===== config.mk =====
export PLATFORM = sky130hd
export DESIGN_NAME = reg_access_initiator
export DESIGN_NICKNAME = d
export VERILOG_FILES = /design/src/rtl/reg_access_initiator.sv
export SDC_FILE = /design/constraint.sdc
export NUM_CORES = 1
export LEC_CHECK = 0
export CAP_MARGIN = 20
export CORE_MARGIN = 10
export CORE_UTILIZATION = 40
export CTS_CLUSTER_DIAMETER = 120
export DETAILED_ROUTE_END_ITERATION = 8
export PLACE_DENSITY = 0.68
export REMOVE_ABC_BUFFERS = 1
export SLEW_MARGIN = 0
export SYNTH_ARGS = -nofsm -noshare
export SYNTH_HDL_FRONTEND = slang
export SYNTH_SLANG_ARGS = --single-unit

===== constraint.sdc =====
create_clock -name ipClk -period 3 [get_ports ipClk]
set_clock_uncertainty 0.15 [all_clocks]
set_input_delay 0.6 -clock ipClk [delete_from_list [all_inputs] [get_ports ipClk]]
set_output_delay 0.6 -clock ipClk [all_outputs]
set_load 0.03 [all_outputs]

===== src/rtl/reg_access_initiator.sv =====
// reg_access_initiator: issues register reads/writes as byte packets and
// matches read responses, with a response timeout.
package uart_pkg;
   typedef struct packed {
      logic [7:0] Source;
      logic [7:0] Destination;
      logic [7:0] Length;
      logic       SoP;
      logic       EoP;
      logic [7:0] Data;
      logic       Valid;
   } UART_PACKET;
endpackage

module reg_access_initiator
   import uart_pkg::*;
#(
   parameter logic [7:0] LOCAL_ID       = 8'h00,
   parameter int         TIMEOUT_CYCLES = 50000
) (
   input  logic        ipClk,
   input  logic        ipReset,
   input  logic        ipCmdValid,
   output logic        opCmdReady,
   input  logic        ipCmdWrite,
   input  logic [7:0]  ipCmdAddress,
   input  logic [31:0] ipCmdWrData,
   output UART_PACKET  opTxStream,
   input  logic        ipTxReady,
   input  UART_PACKET  ipRxStream,
   output logic        opRspValid,
   output logic [31:0] opRspRdData,
   output logic        opRspTimeout
);
   localparam int TW = $clog2(TIMEOUT_CYCLES + 1);
   localparam logic [2:0] IDLE     = 3'd0;
   localparam logic [2:0] TX_ADDR  = 3'd1;
   localparam logic [2:0] TX_PAY   = 3'd2;
   localparam logic [2:0] WAIT_RSP = 3'd3;
   localparam logic [2:0] RX_PAY   = 3'd4;
   localparam logic [2:0] DONE     = 3'd5;

   logic [2:0]    state;
   logic          run;
   logic          wr;
   logic [7:0]    addr;
   logic [31:0]   wdata;
   logic [1:0]    cnt;
   logic          discard;
   logic [31:0]   rx_data;
   logic [TW-1:0] timer;
   logic          tx_fire;
   logic          rx_byte;
   logic          match;
   logic          timer_hit;
   logic          unused;

   assign tx_fire    = opTxStream.Valid && ipTxReady;
   assign rx_byte    = ipRxStream.Valid;
   assign match      = ipRxStream.SoP && ipRxStream.Destination == LOCAL_ID && ipRxStream.Data == addr;
   assign timer_hit  = timer == TW'(TIMEOUT_CYCLES - 1);
   assign opCmdReady = run && state == IDLE;
   assign opRspValid = state == DONE;
   assign unused     = ^{ipRxStream.Source, ipRxStream.Length};

   // Tx fields are derived from latched command state, so they stay stable under backpressure.
   always_comb begin
      opTxStream = '0;
      if (state == TX_ADDR || state == TX_PAY) begin
         opTxStream.Source      = LOCAL_ID;
         opTxStream.Destination = {7'd0, wr};
         opTxStream.Length      = wr ? 8'd5 : 8'd1;
         opTxStream.SoP         = state == TX_ADDR;
         opTxStream.EoP         = state == TX_ADDR ? !wr : cnt == 2'd3;
         opTxStream.Data        = state == TX_ADDR ? addr : wdata[7:0];
         opTxStream.Valid       = 1'b1;
      end
   end

   always_ff @(posedge ipClk or negedge ipReset) begin
      if (!ipReset) begin
         state        <= IDLE;
         run          <= 1'b0;
         wr           <= 1'b0;
         addr         <= '0;
         wdata        <= '0;
         cnt          <= '0;
         discard      <= 1'b0;
         rx_data      <= '0;
         timer        <= '0;
         opRspRdData  <= '0;
         opRspTimeout <= 1'b0;
      end else begin
         run <= 1'b1;
         case (state)
            IDLE: if (opCmdReady && ipCmdValid) begin
               wr    <= ipCmdWrite;
               addr  <= ipCmdAddress;
               wdata <= ipCmdWrData;
               state <= TX_ADDR;
            end
            TX_ADDR: if (tx_fire) begin
               cnt     <= '0;
               timer   <= '0;
               discard <= 1'b0;
               state   <= wr ? TX_PAY : WAIT_RSP;
            end
            TX_PAY: if (tx_fire) begin
               cnt   <= cnt + 2'd1;
               wdata <= wdata >> 8;
               if (cnt == 2'd3) begin
                  opRspTimeout <= 1'b0;
                  state        <= DONE;
               end
            end
            WAIT_RSP: begin
               timer <= timer + 1'b1;
               if (timer_hit) begin
                  opRspTimeout <= 1'b1;
                  opRspRdData  <= '0;
                  state        <= DONE;
               end else if (rx_byte) begin
                  if (discard)
                     discard <= !ipRxStream.EoP;
                  else if (match) begin
                     cnt   <= '0;
                     state <= RX_PAY;
                  end else if (ipRxStream.SoP)
                     discard <= !ipRxStream.EoP;
               end
            end
            RX_PAY: begin
               timer <= timer + 1'b1;
               // A completing byte takes priority over a coincident timeout.
               if (rx_byte && cnt == 2'd3) begin
                  opRspTimeout <= 1'b0;
                  opRspRdData  <= {ipRxStream.Data, rx_data[31:8]};
                  state        <= DONE;
               end else if (timer_hit) begin
                  opRspTimeout <= 1'b1;
                  opRspRdData  <= '0;
                  state        <= DONE;
               end else if (rx_byte) begin
                  rx_data <= {ipRxStream.Data, rx_data[31:8]};
                  cnt     <= cnt + 2'd1;
                  if (ipRxStream.EoP)
                     state <= WAIT_RSP;
               end
            end
            DONE:    state <= IDLE;
            default: state <= IDLE;
         endcase
      end
   end
endmodule

# ---- After elaboration in Yosys (flattened, before gate mapping)
# Index checks and enable logic that the tools add are counted.
dict set report word_totals {
  ff_bits 129
  word_cells 113
}
dict set report classes {
  n_mux 48
  reduce_logical 26
  bitwise_logic 2
  n_addsub 2
  n_eq_ne 24
}
# cell n
set ops {}
lappend ops {{$mux 32} 4}
lappend ops {{$pmux 32 s2} 2}
lappend ops {{$mux 3} 13}
lappend ops {{$pmux 16 s2} 1}
lappend ops {{$mux 20} 1}
lappend ops {{$mux 2} 9}
lappend ops {{$ne 2x2->1 const B} 9}
lappend ops {{$add 16x1->16 const B} 1}
lappend ops {{$eq 16x16->1 const B} 1}
lappend ops {{$mux 16} 1}
lappend ops {{$pmux 3 s5} 1}
lappend ops {{$mux 1} 12}
lappend ops {{$reduce_and 10->1} 1}
lappend ops {{$ne 3x3->1 const B} 3}
lappend ops {{$reduce_and 9->1} 1}
lappend ops {{$eq 8x8->1} 1}
lappend ops {{$logic_not 8->1} 1}
lappend ops {{$mux 8} 1}
lappend ops {{$ne 4x4->1 const B} 2}
lappend ops {{$pmux 2 s4} 1}
lappend ops {{$reduce_and 4->1} 2}
lappend ops {{$reduce_bool 2->1} 4}
lappend ops {{$eq 3x2->1 const B} 2}
lappend ops {{$eq 3x3->1 const B} 2}
lappend ops {{other kinds (16)} 26}

# ---- Depth between registers and ports, before layout
# Gate-level depths: netlist of run 1.
dict set report depth {
  word_depth 8
  ltp_mapped 8
  ltp_nobuf 7
}

# ---- Worst setup path before layout of run 1
# OpenSTA, ideal clock, no wires.
dict set report synth_timing {
  path_type {flip-flop to output port}
  startpoint {reg state[1]}
  endpoint {out opTxStream[19] in the netlist's numbering}
  slack_ns 0.419
  path_buffers 3
  stages_incl_launch_ff 7
  t_arrival_ns 1.831
  cell_sequence {dfrtp_1 > buf_6 > clkbuf_1 > nand2_1 > nand2_1 > and2_1 > buf_4}
}
# item line_no
set synth_rtl {}
lappend synth_rtl {{start, declared} 43} ;# logic [2:0] state;
lappend synth_rtl {{start signal, assigned} 106} ;# state <= wr ? TX_PAY : WAIT_RSP;
lappend synth_rtl {{end, declared} 28} ;# output UART_PACKET opTxStream,

# ---- Final worst setup path of run 1
dict set report layout_timing {
  startpoint {reg state[0]}
  endpoint {out opCmdReady}
}
dict set report layout_between {
  elab_chain_len 2
}
# item line_no
set layout_rtl {}
lappend layout_rtl {{$logic_not 3->1} 62} ;# assign opCmdReady = run && state == IDLE;
lappend layout_rtl {{$logic_and 1x1->1} 62}
lappend layout_rtl {{end, declared} 24} ;# output logic opCmdReady,
# No other way between the ends.

==> flow_summary.toml, run 1 <==
[grt]
grt_max_degree = 57
overflow = 0
grt_pass1_vias = 4465
grt_use_total_pct = 14.11
antenna_found_initial = 0
grt_pass1_wl_um = 22310

[floorplan]
io_pins = 150
rows = 43
die_h_um = 138.0
core_area_um2 = 13770
die_area_um2 = 19050
start_util_pct = 40.44
die_w_um = 138.0

[routing]
wl_um = 13510
post-route-drc-count = 0
drtIter0Drc = 232
vias_per_cell = 5.074
wl_per_cell_um = 16.22
firstDrtPassIters = 4
vias = 4227
drtAntennaViolNets = 0

[cts]
cts_htree_levels = 4
tritoncts = "built"
cts_buffers = 17
cts_max_path_buffers = 2
cts-root-buf = "clkbuf_16"
hold_buffers = 0
clk_pin_slew_ps = 50
clock_sinks = 121
worstSkewPairLatency_ps = 410
cts-resized-gates = 0
cts_setup_buffers = 0

[logic_synthesis]
synth_top_area_share_pct = 54.36
synth.top_cells.by_count = "dfrtp_1 (121), nand2_1 (87), a22o_1 (40)"
syn_area_per_cell_um2 = 10.61
synth_area_um2 = 5570
synthTopCellsByArea = "dfrtp_1 (54%), mux2_2 (6.9%), a22o_1 (6.3%), nand2_1 (5.9%), buf_4 (3.4%)"
synth-edff-count = 0
synth_seq_cells = 121
synthArstFlopShare_pct = 100.0
synth_top_area_cell = "dfrtp_1"
synth-seq-area-share_pct = 54.36
synth.most_common_cell = "dfrtp_1"
synth_cell_types = 51
synth-main-ff-cell = "dfrtp_1"
yosys_warnings = 0
synthCells = 525

[sta]
min_period_ps = 2868
max_freq_mhz = 348.7
hold_viol_final = 0
timing.setup.tns_ps = 0
relSlewSlack_pct = 61.06
rsz0062_at_grt = "false"
finalCritPeriodShare_pct = 95.60
drv_slew = 0
setup_viol = 0
tightest_slew_ps = 578.8

[setup_path]
slowest_stage = "clkdlybuf4s50_1"
critPathArrivalTime_ps = 2120
crit_family = "buffers and inverters"
worstPathMaxFanout = 10
cp-end-kind = "output pin"
start_kind = "register"
worstPathCellList = "buf_4 -> nor4b_1 -> clkdlybuf4s50_1"
cpPeakStageDelay_ps = 750
critPathKind = "register to output pin"
critPathBufInv = 2
required_ps = 2250

[final_layout]
antenna_cells = 0
num-fill-cells = 1273
nets = 722
drive_gt1_share_pct = 15.93
final-instance-count-excl-fill = 833
area_growth_pct = 32.41

[pwr]
p_leak_nw = 3.332
ir_drop_v = 0.0006889
power_density_nw_per_um2 = 866.0

[place]
numPortBuffers = 112
dp_cells = 801
post-dp-hpwl_um = 9722
gp_congestion = 0.8005

[hold_path]
hold_class = "primary input to asynchronous set/reset pin"

[run]
maxCapViolCount = 0

[outcome]
status = "complete, no violations"
-- metrics by stage --
| stage | setup slack, ps | hold slack, ps | utilization, % | power, mW | area, um2 |
|---|---|---|---|---|---|
| after global routing | 16.18 | 73.21 | 53.55 | 6.784 | 7376 |
| after detailed placement | 155.3 | 305.6 | 49.42 | 4.487 | 6807 |
| final | 132.1 | 38.69 | 53.55 | 6.388 | 7376 |
| after floorplan | -132.2 | 154.4 | - | 3.687 | 5334 |
| after CTS | 116.2 | 43.13 | 53.55 | 6.445 | 7376 |
| after global placement | 267.3 | 298.7 | 49.42 | 4.403 | 6807 |
-- layout make-up --
class	instances	area [um2]	area share, %
Clock inverter	8	67.56	0.9160
Multi-Input combinational cell	365	2283	30.96
Clock buffer	24	501.7	6.802
Sequential cell	121	3028	41.05
Tap cell	180	225.2	3.053
Inverter	7	26.28	0.3562
Timing Repair Buffer	128	1244	16.86
-- placed cells by master (no fill, tap or decap), types with 3 or more instances in the layout --
cell             instances
buf_4                   27
and3_1                   3
clkbuf_8                 5
o21ai_0                 16
xnor2_1                  9
a31oi_1                 27
clkinv_2                 6
nand3_1                 13
xor2_1                   5
buf_12                   3
nand4_1                  7
dfrtp_1                121
nor4b_1                  3
nor2b_1                  3
nor2_1                  37
clkdlybuf4s50_1         98
or3_1                    7
mux2_2                  34
a22o_1                  40
inv_1                    6
nand2_1                 87
conb_1                  22
and2_1                   5
a21oi_1                 10
clkbuf_16               17
-- cells by family (layout without fill, tap and decap cells) --
kind of cell	count (synthesis)	after routing	synth area share, %
simple gates	185	185	16.02
flops	121	121	54.36
compound gates	105	105	13.34
buf+inv	59	167	6.064
mux	37	37	7.435
xor+xnor	14	14	2.201
fa+ha+maj	2	2	0.4492
other cells	2	22	0.1348
-- worst paths after layout --
kind                                        from                     endpoint  slack (ps)  cells past startpoint
min                                      ipReset        wdata[24]$_DFFE_PN0P_          40                      1
max in group asynchronous                ipReset  opRspRdData[10]$_DFFE_PN0P_        1820                      2
max reg2reg                 state[1]$_DFFE_PN0P_         state[1]$_DFFE_PN0P_         600                      6
max                         state[0]$_DFFE_PN0P_                   opCmdReady         130                      3
min reg2reg                wdata[25]$_DFFE_PN0P_        wdata[25]$_DFFE_PN0P_         320                      2
min in group ipClk         wdata[25]$_DFFE_PN0P_        wdata[25]$_DFFE_PN0P_         320                      2
-- flip-flops by register name (all words and copies together) (netlist names) --
name	flops
timer	16
wdata	32
opRspTimeout	1
run	1
wr	1
cnt	2
addr	8
state	3
discard	1
opRspRdData	32
rx_data	24
-- where the power goes --
group	internal (mW)	switching, mW
Clock	1.24	0.698
Sequential	2.08	0.294
Combinational	0.901	1.18
Total	4.22	2.17
-- metal layers --
metal / vias up / track usage [%] / routed length (um)
met5: - / 0 / 0
met4: 0 / 5.938 / 169
met3: 18 / 5.719 / 968
met2: 138 / 22.16 / 6235
met1: 2028 / 16.73 / 6141
li1: 2043 / - / -
(Power assumes the default switching activity.)
==> run 2: changes to the inputs <==
--- a/config.mk
+++ b/config.mk
@@ -10,6 +10,7 @@
 export CORE_UTILIZATION = 40
 export CTS_CLUSTER_DIAMETER = 120
 export DETAILED_ROUTE_END_ITERATION = 8
+export GPL_ROUTABILITY_DRIVEN = 1
 export PLACE_DENSITY = 0.68
 export REMOVE_ABC_BUFFERS = 1
 export SLEW_MARGIN = 0
==> results of run 2 <==
No change in the layout: final DEF, timing and power equal those of run 1.
